File: src/rtl/imem_boot_loader.sv
// imem_boot_loader: framed byte-stream loader for the core instruction memory.
// Define LOADER_CHECKSUM_EN to require a trailing XOR checksum byte per frame.
module imem_boot_loader #(
   parameter int unsigned MAX_WORDS      = 256,
   parameter int unsigned TIMEOUT_CYCLES = 65536
) (
   input  logic        clk,
   input  logic        reset,
   input  logic [7:0]  rx_data,
   input  logic        rx_valid,
   output logic        rx_ready,
   output logic [31:0] write_inst,
   output logic        inst_mem_write_en,
   output logic [31:0] write_addr,
   output logic        core_hold,
   output logic        load_done,
   output logic        load_error,
   output logic [1:0]  error_code
);

   localparam logic [7:0]  SYNC      = 8'hA5;
   localparam int unsigned TW        = $clog2(TIMEOUT_CYCLES + 1);
   localparam logic [TW-1:0] TO_LIM  = TW'(TIMEOUT_CYCLES);
   localparam logic [16:0] MAX_W     = 17'(MAX_WORDS);
   localparam logic [1:0]  ERR_NONE  = 2'd0;
   localparam logic [1:0]  ERR_LEN   = 2'd1;
   localparam logic [1:0]  ERR_TIME  = 2'd3;
`ifdef LOADER_CHECKSUM_EN
   localparam logic [1:0]  ERR_CKSUM = 2'd2;
`endif

   typedef enum logic [2:0] {
      S_IDLE   = 3'd0,
      S_LEN_LO = 3'd1,
      S_LEN_HI = 3'd2,
      S_DATA   = 3'd3,
`ifdef LOADER_CHECKSUM_EN
      S_CHECK  = 3'd4,
`endif
      S_DONE   = 3'd5,
      S_ERROR  = 3'd6
   } state_t;

   state_t         state_q;
   logic [7:0]     len_lo_q;
   logic [15:0]    n_q;
   logic [15:0]    word_idx_q;
   logic [1:0]     byte_idx_q;
   logic [23:0]    buf_q;
   logic [TW-1:0]  idle_q;
`ifdef LOADER_CHECKSUM_EN
   logic [7:0]     cks_q;
   logic [7:0]     cks_d;
`endif

   logic           rx_ready_q;
   logic           wr_en_q;
   logic [31:0]    wr_data_q;
   logic [31:0]    wr_addr_q;
   logic           hold_q;
   logic           done_q;
   logic           err_q;
   logic [1:0]     code_q;

   logic           accept;
   logic           timer_on;
   logic           timeout;
   logic [15:0]    len_d;
   logic           len_bad;
   logic           last_word;
   logic [31:0]    word_d;
   logic [31:0]    addr_d;

   assign accept    = rx_valid & rx_ready_q;
   assign len_d     = {rx_data, len_lo_q};
   assign len_bad   = (len_d == 16'd0) | ({1'b0, len_d} > MAX_W);
   assign last_word = (word_idx_q == n_q - 16'd1);
   assign word_d    = {rx_data, buf_q};
   assign addr_d    = {14'b0, word_idx_q, 2'b00};
`ifdef LOADER_CHECKSUM_EN
   assign cks_d     = cks_q ^ rx_data;
`endif

   always_comb begin
      timer_on = 1'b0;
      unique case (state_q)
         S_LEN_LO, S_LEN_HI, S_DATA: timer_on = 1'b1;
`ifdef LOADER_CHECKSUM_EN
         S_CHECK:                    timer_on = 1'b1;
`endif
         default:                    timer_on = 1'b0;
      endcase
   end

   // The abort wins over a byte offered on the same edge.
   assign timeout = timer_on & (idle_q == TO_LIM);

   always_ff @(posedge clk) begin
      if (reset) begin
         state_q    <= S_IDLE;
         len_lo_q   <= '0;
         n_q        <= '0;
         word_idx_q <= '0;
         byte_idx_q <= '0;
         buf_q      <= '0;
         idle_q     <= '0;
`ifdef LOADER_CHECKSUM_EN
         cks_q      <= '0;
`endif
         rx_ready_q <= 1'b0;
         wr_en_q    <= 1'b0;
         wr_data_q  <= '0;
         wr_addr_q  <= '0;
         hold_q     <= 1'b1;
         done_q     <= 1'b0;
         err_q      <= 1'b0;
         code_q     <= ERR_NONE;
      end else begin
         rx_ready_q <= 1'b1;
         wr_en_q    <= 1'b0;
         idle_q     <= (timer_on && !accept) ? idle_q + TW'(1) : '0;
         if (timeout) begin
            state_q <= S_ERROR;
            err_q   <= 1'b1;
            code_q  <= ERR_TIME;
         end else if (accept) begin
            unique case (state_q)
               S_IDLE: begin
                  if (rx_data == SYNC) state_q <= S_LEN_LO;
               end
               S_LEN_LO: begin
                  len_lo_q <= rx_data;
                  state_q  <= S_LEN_HI;
               end
               S_LEN_HI: begin
                  if (len_bad) begin
                     state_q <= S_ERROR;
                     err_q   <= 1'b1;
                     code_q  <= ERR_LEN;
                  end else begin
                     n_q        <= len_d;
                     word_idx_q <= '0;
                     byte_idx_q <= '0;
`ifdef LOADER_CHECKSUM_EN
                     cks_q      <= '0;
`endif
                     state_q    <= S_DATA;
                  end
               end
               S_DATA: begin
                  buf_q      <= {rx_data, buf_q[23:8]};
                  byte_idx_q <= byte_idx_q + 2'd1;
`ifdef LOADER_CHECKSUM_EN
                  cks_q      <= cks_d;
`endif
                  if (byte_idx_q == 2'd3) begin
                     wr_en_q    <= 1'b1;
                     wr_data_q  <= word_d;
                     wr_addr_q  <= addr_d;
                     word_idx_q <= word_idx_q + 16'd1;
                     if (last_word) begin
`ifdef LOADER_CHECKSUM_EN
                        state_q <= S_CHECK;
`else
                        state_q <= S_DONE;
                        hold_q  <= 1'b0;
                        done_q  <= 1'b1;
`endif
                     end
                  end
               end
`ifdef LOADER_CHECKSUM_EN
               S_CHECK: begin
                  if (rx_data == cks_q) begin
                     state_q <= S_DONE;
                     hold_q  <= 1'b0;
                     done_q  <= 1'b1;
                  end else begin
                     state_q <= S_ERROR;
                     err_q   <= 1'b1;
                     code_q  <= ERR_CKSUM;
                  end
               end
`endif
               S_DONE, S_ERROR: begin
                  if (rx_data == SYNC) begin
                     state_q <= S_LEN_LO;
                     hold_q  <= 1'b1;
                     done_q  <= 1'b0;
                     err_q   <= 1'b0;
                     code_q  <= ERR_NONE;
                  end
               end
               default: state_q <= S_IDLE;
            endcase
         end
      end
   end

   assign rx_ready          = rx_ready_q;
   assign inst_mem_write_en = wr_en_q;
   assign write_inst        = wr_data_q;
   assign write_addr        = wr_addr_q;
   assign core_hold         = hold_q;
   assign load_done         = done_q;
   assign load_error        = err_q;
   assign error_code        = code_q;

endmodule

File: config.mk
export PLATFORM = sky130hd
export DESIGN_NAME = imem_boot_loader
export DESIGN_NICKNAME = d
export VERILOG_FILES = /design/src/rtl/imem_boot_loader.sv
export SDC_FILE = /design/constraint.sdc
export NUM_CORES = 1
export LEC_CHECK = 0
export BUFFER_PORTS_ARGS = -buffer_cell sky130_fd_sc_hd__buf_2
export CORE_AREA = 3 3 109 111
export CTS_CLUSTER_DIAMETER = 120
export DETAILED_ROUTE_END_ITERATION = 6
export DIE_AREA = 0 0 112 114
export PLACE_DENSITY = 0.77
export SETUP_SLACK_MARGIN = 0.15
export SYNTH_ARGS = -nofsm -noshare
export SYNTH_HDL_FRONTEND = slang
export SYNTH_SLANG_ARGS = --single-unit
File: constraint.sdc
create_clock -name clk -period 2.9 [get_ports clk]
set_input_delay 0.29 -clock clk [delete_from_list [all_inputs] [get_ports clk]]
set_output_delay 0.29 -clock clk [all_outputs]
set_load 0.05 [all_outputs]
# [Word-level counts from Yosys, hierarchy flattened]
# Index checks and enable logic that the tools add are counted.
[totals] reg_bits=141 inputBits=11 output_inout_bits=71 wordCells=104
[classes] n_addsub=4 magnitude_cmp=1 n_eq_ne=19 muxes=32 n_bitwise=8 reduce_logical=24
[ops] operator="2-to-1 mux 16 bit" count=2
[ops] operator="case mux 16 bit (2 select lines)" count=1
[ops] operator="AND reduction 4 bit" count=6
[ops] operator="2-to-1 mux 3 bit" count=6
[ops] operator="adder 17 x 1 -> 17 bit, second input constant" count=1
[ops] operator="== test 17 bit, second input constant" count=1
[ops] operator="adder 16 x 1 -> 16 bit, second input constant" count=1
[ops] operator="== test 16 bit" count=1
[ops] operator="greater-than comparator 16 x 9 -> 1 bit, second input constant" count=1
[ops] operator="zero test 16 bit" count=1
[ops] operator="subtractor 16 x 1 -> 16 bit, second input constant" count=1
[ops] operator="2-to-1 mux 1 bit" count=12
[ops] operator="inequality test 3 bit, second input constant" count=4
[ops] operator="case mux 3 bit (4 select lines)" count=1
[ops] operator="2-to-1 mux 2 bit" count=5
[ops] operator="== test 8 bit, second input constant" count=1
[ops] operator="inequality test 2 bit, second input constant" count=4
[ops] operator="case mux 2 bit (2 select lines)" count=2
[ops] operator="== test 3 x 2 -> 1 bit, second input constant" count=2
[ops] operator="== test 3 bit, second input constant" count=2
[ops] operator="case mux 1 bit (2 select lines)" count=3
[ops] operator="AND reduction 3 bit" count=2
[ops] operator="AND reduction 6 bit" count=1
[ops] operator="nonzero test 2 bit" count=3
[ops] operator="16 further kinds" count=24

# [Longest topological paths before layout]
[depth] word_depth=7 mapped_depth=11 depth_no_buf=9

# [Worst setup path after synthesis]
# Ideal clock, no wire load.
[synth_timing] kind="register to register" start="register n_q[1]" end="register hold_q (netlist: core_hold)" setup_ps=123 t_arrival_ps=2394 t_required_ps=2777 path_slack_ps=383 stages_incl_launch_ff=11 n_path_buf=1 period_less_slack_ps=2517 path_cell_list="dfxtp_1 clkbuf_1 inv_1 ha_1 or3b_2 o21ai_0 or4b_2 nand3_1 nand4_1 o21ai_0 nand2_1"
[synth_between] elab_chain_cells=4
[synth_lines] element="start, declared" line="46" rtl="logic [15:0] n_q;"
[synth_lines] element="start signal, assigned" line="141" rtl="n_q <= len_d;"
[synth_lines] element="subtractor 16 x 1 -> 16 bit" line="77" rtl="assign last_word = (word_idx_q == n_q - 16'd1);"
[synth_lines] element="== test 16 bit" line="77"
[synth_lines] element="inequality test 2 bit (no source line)"
[synth_lines] element="AND reduction 6 bit (no source line)"
[synth_lines] element="end signal, assigned" line="114" rtl="hold_q <= 1'b1;"
[synth_lines] element="end signal, assigned" line="166" rtl="hold_q <= 1'b0;"
[synth_lines] element="end signal, assigned" line="188" rtl="hold_q <= 1'b1;"
[synth_lines] element="end, declared" line="60" rtl="logic hold_q;"
# No other way between the ends.
# A chain may end at the register's enable or synchronous reset.

# [Final worst setup path]
# Same ends and word-level chain as after synthesis.

==> results list <==
- Via density per instance: 5.64
* Starting Density: 56.7%
- Via count of the first global-routing pass: 5,032
- Placement row count: 38
- In this run, CTS created clock tree buffers numbering 17.
- In this run, synthesis inferred 0 flip-flops with an integrated enable.
* GRT met3 Usage: 6.15%
* Aggregate routed wire length: 14,300 microns
* Total count of hold-check failures in the final report: 0
* WP data required: 3310 ps
* Unrepaired setup endpoints after global routing: false
- Crit start category: register
- Final ANT Viol Nets: 0
- Layout cells sized above 1: 16.2%
- The number of antenna violations at the first check in global routing came to 0.
- The Yosys step of the flow raised 0 warnings.
- The clock arrives with 8.51 ps of skew.
- The core region is 10,900 sq um.
* Highest fanout seen on the critical path: 9
- The tree is rooted in a clkbuf_8.
- Via total after detailed routing: 5,389
- Across the run, the number of max-cap violations was 0.
- Fin worst setup slack: 287 ps
- The share of the Yosys chip area taken by registers is 45.4%.
- The final critical path takes up 90.1% of the cycle.
- The global routing stage identified its most utilized layer as met2.
* Largest stage delay on the critical path: 600 ps
* Area taken by multi-input logic gates: 3090 sq um
- At the end of the flow, the number of nets in the layout was 821.
* Leakage power: 0.00294 uW
- All-Layer GR Usage: 22.8%
* Global-route wire length before repair: 23,700 microns
* Cell area after technology mapping: 6180 sq um
- Clock tree buffer depth: 2
* IR drop worst, VDD: 567 uV
* Hold crit path type: in2reg
* Post-synthesis sequential element count: 140
- Crit path max-delay cell type: or4b_2
- Of the total power, the share spent switching nets is 22.3%.
* Most used flip-flop cell after synthesis: dfxtp_1
- Element type at the critical path end: register
* Relative contribution of sequential cells to total power: 44.7%
- Commonest cells after routing, fill and taps aside: nand2_1, dfxtp_1, a21oi_1
- After detailed routing, the number of remaining DRC violations is 0.
* Pwr dens: 609 nW/um^2
- The signal on the critical path passes through inv_1 > ha_4 > or3b_2 > o21ai_2 > or4b_2 > nand3_1 > nand4_1 > buf_4 > o21ai_1 > nand2_1.
- The total overflow left after global routing is 0.
- Clock tree synthesis found a total of 140 sinks.
- The floorplan step defined a die boundary enclosing 12,800 sq um.
* Routability cong.: 0.847
- I/O pin total: 82
- DRC violation total after the first TritonRoute iteration: 362
* HPWL reported at the end of detailed placement: 9820 microns
* Number of H-tree levels: 4
- DIE WIDTH: 112 microns
- After clock tree synthesis, the clock-pin slew on the worst setup and hold paths is 60 ps.
- Headroom to the max-slew limit: 50.5%
* Post-synth cell types: 62
- Switch Pwr: 975 uW
- After detailed routing, the average wire length per cell comes to 15.0 microns.
- The number of max-slew violations in the final report is 0.
- WP data arrival: 3020 ps
* Pin count of the biggest net entering global routing: 77
* Part of the total power dissipated in combinational logic: 4.8%
* Run status: finished clean
- Class of the most critical setup path: reg2reg
- For this run, the detailed router's first-pass iteration total came to 5.
* Final setup vio count: 0
* Global routing met2 resource utilization: 38.1%
* Fill cells: 873
* Met1 layer usage reported by global route: 28.3%
- Across the whole layout, storage elements account for 2800 sq um.
- Leaving out fill and tap cells, the most frequent cell in the layout is nand2_1.
- Worst Max-Slew Pin Slew: 742 ps
- The worst path needs 2610 ps of the cycle, external delays included.
- Clock latency on the worst-skew pair: 530 ps
- After technology mapping, the gate count stands at 750.
* Vert. Die Dim: 114 microns
- Final std cell area, no fill: 7180 sq um
- Relative to the synthesized area, the layout overhead comes to 16.2%.
* Antenna fix cells: 0
* Average cell area after synthesis: 8.24 sq um
* Setup WS pre-CTS: 49.0 ps
- TritonCTS built the clock tree.
- Counting flops with an async set or reset pin after synthesis yields a share of 0%.
- Number of I/O port buffers: 65
- Highest clock frequency the design can meet: 0.383 GHz
* Instance area at placement: 6540 sq um
- Internal power of the cells: 3400 uW
* Part of the total power dissipated in the clock network: 50.5%
- For the final routed database, the setup TNS stands at 0 ps.
## registers in the layout (all words and copies together), names as in the netlist
| signal | count |
|---|---|
| write_inst | 32 |
| buf_q | 24 |
| idle_q | 17 |
| n_q | 16 |
| word_idx_q | 16 |
| write_addr | 16 |
| len_lo_q | 8 |
| state_q | 3 |
| byte_idx_q | 2 |
| core_hold | 1 |
| error_code | 1 |
| inst_mem_write_en | 1 |
| load_done | 1 |
| load_error | 1 |
| rx_ready | 1 |
## cell type report
| cell class | instances | share of cell area (%) |
|---|---|---|
| clock buffer | 20 | 6.06 |
| clock inverter | 10 | 2.30 |
| inverter | 10 | 0.523 |
| multi-input combinational | 553 | 43.0 |
| sequential | 140 | 39.0 |
| tap | 140 | 2.44 |
| timing repair buffer | 83 | 6.64 |
## through the flow
step / hold WS, ps / utilization [%] / std cells / total power, uW
after floorplan: 426 / - / 765 / 2170
after global placement: 441 / 60.0 / 925 / 2190
after detailed placement: 446 / 60.0 / 925 / 2190
after CTS: 7.74 / 65.6 / 955 / 4390
after global routing: 22.7 / 66.0 / 956 / 4510
final: 32.5 / 66.0 / 956 / 4370
## cell families (layout without fill, tap and decap cells)
group / Yosys count / in the layout / synth area share, %
AOI/OAI and AO/OA: 128 / 128 / 12.2
xor gates and xnor gates: 38 / 38 / 5.39
adders and majority gates: 6 / 6 / 1.17
buffers and inverters: 72 / 123 / 6.18
DFF: 140 / 140 / 45.4
muxes: 19 / 19 / 3.10
other: 1 / 16 / 0.0607
and+or+nand+nor: 346 / 346 / 26.6
## final timing paths
path | to | depth (start not counted) | from | slack, ps
worst max-delay path | core_hold$_SDFFE_PP1P_ | 10 | n_q[1]$_SDFFE_PP0P_ | 290
worst min-delay path | buf_q[22]$_SDFFE_PP0P_ | 3 | rx_data[6] | 30
worst max register to register | core_hold$_SDFFE_PP1P_ | 10 | n_q[1]$_SDFFE_PP0P_ | 290
worst min register to register | buf_q[3]$_SDFFE_PP0P_ | 2 | buf_q[3]$_SDFFE_PP0P_ | 450
## power groups by stage
stage	Combinational, uW	Clock (uW)	Sequential [uW]
6_report	208	2210	1950
4_1_cts	202	2240	1950
3_5_place_dp	199	0	1990
2_1_floorplan	175	0	1990
3_3_place_gp	196	0	1990
5_1_grt	225	2330	1950
## worst max-delay path: cells and delay by family (launching register included)
kind	cells	cell delay (ps)
simple gates	5	1350
flops	1	380
buf+inv	2	300
compound gates	2	280
fa+ha+maj	1	170
## timing repair
item,4_1_cts,5_1_grt
pin swaps,1,0
resized for setup,3,7
buffers inserted,0,1
hold endpoints to repair,0,0
setup endpoints to repair,4,8
hold buffers,0,0
## per-layer routing
layer	vias up	routed length [microns]
met1	2530	6330
li1	2642	-
met2	192	6810
met3	25	897
met5	-	0
met4	0	303
## synthesized netlist by cell type, types with 4 or more instances
library cell,instances,area share (%)
nand2b_1,4,0.40
nor2_1,61,3.7
nor4_1,12,1.2
ha_1,5,1.0
buf_4,19,2.3
dfxtp_1,140,45
mux2i_1,18,2.9
buf_2,8,0.65
o21ai_0,15,1.2
clkbuf_1,31,1.9
nand3_1,18,1.5
inv_1,9,0.55
nor3_1,9,0.73
or3_1,9,0.91
xnor2_1,15,2.1
buf_6,4,0.73
xor2_1,23,3.3
nand2_1,168,10
and3_1,18,1.8
or4_1,5,0.61
nand4_1,11,1.1
a21oi_1,87,7.0
Power figures use the tool's default switching activity.
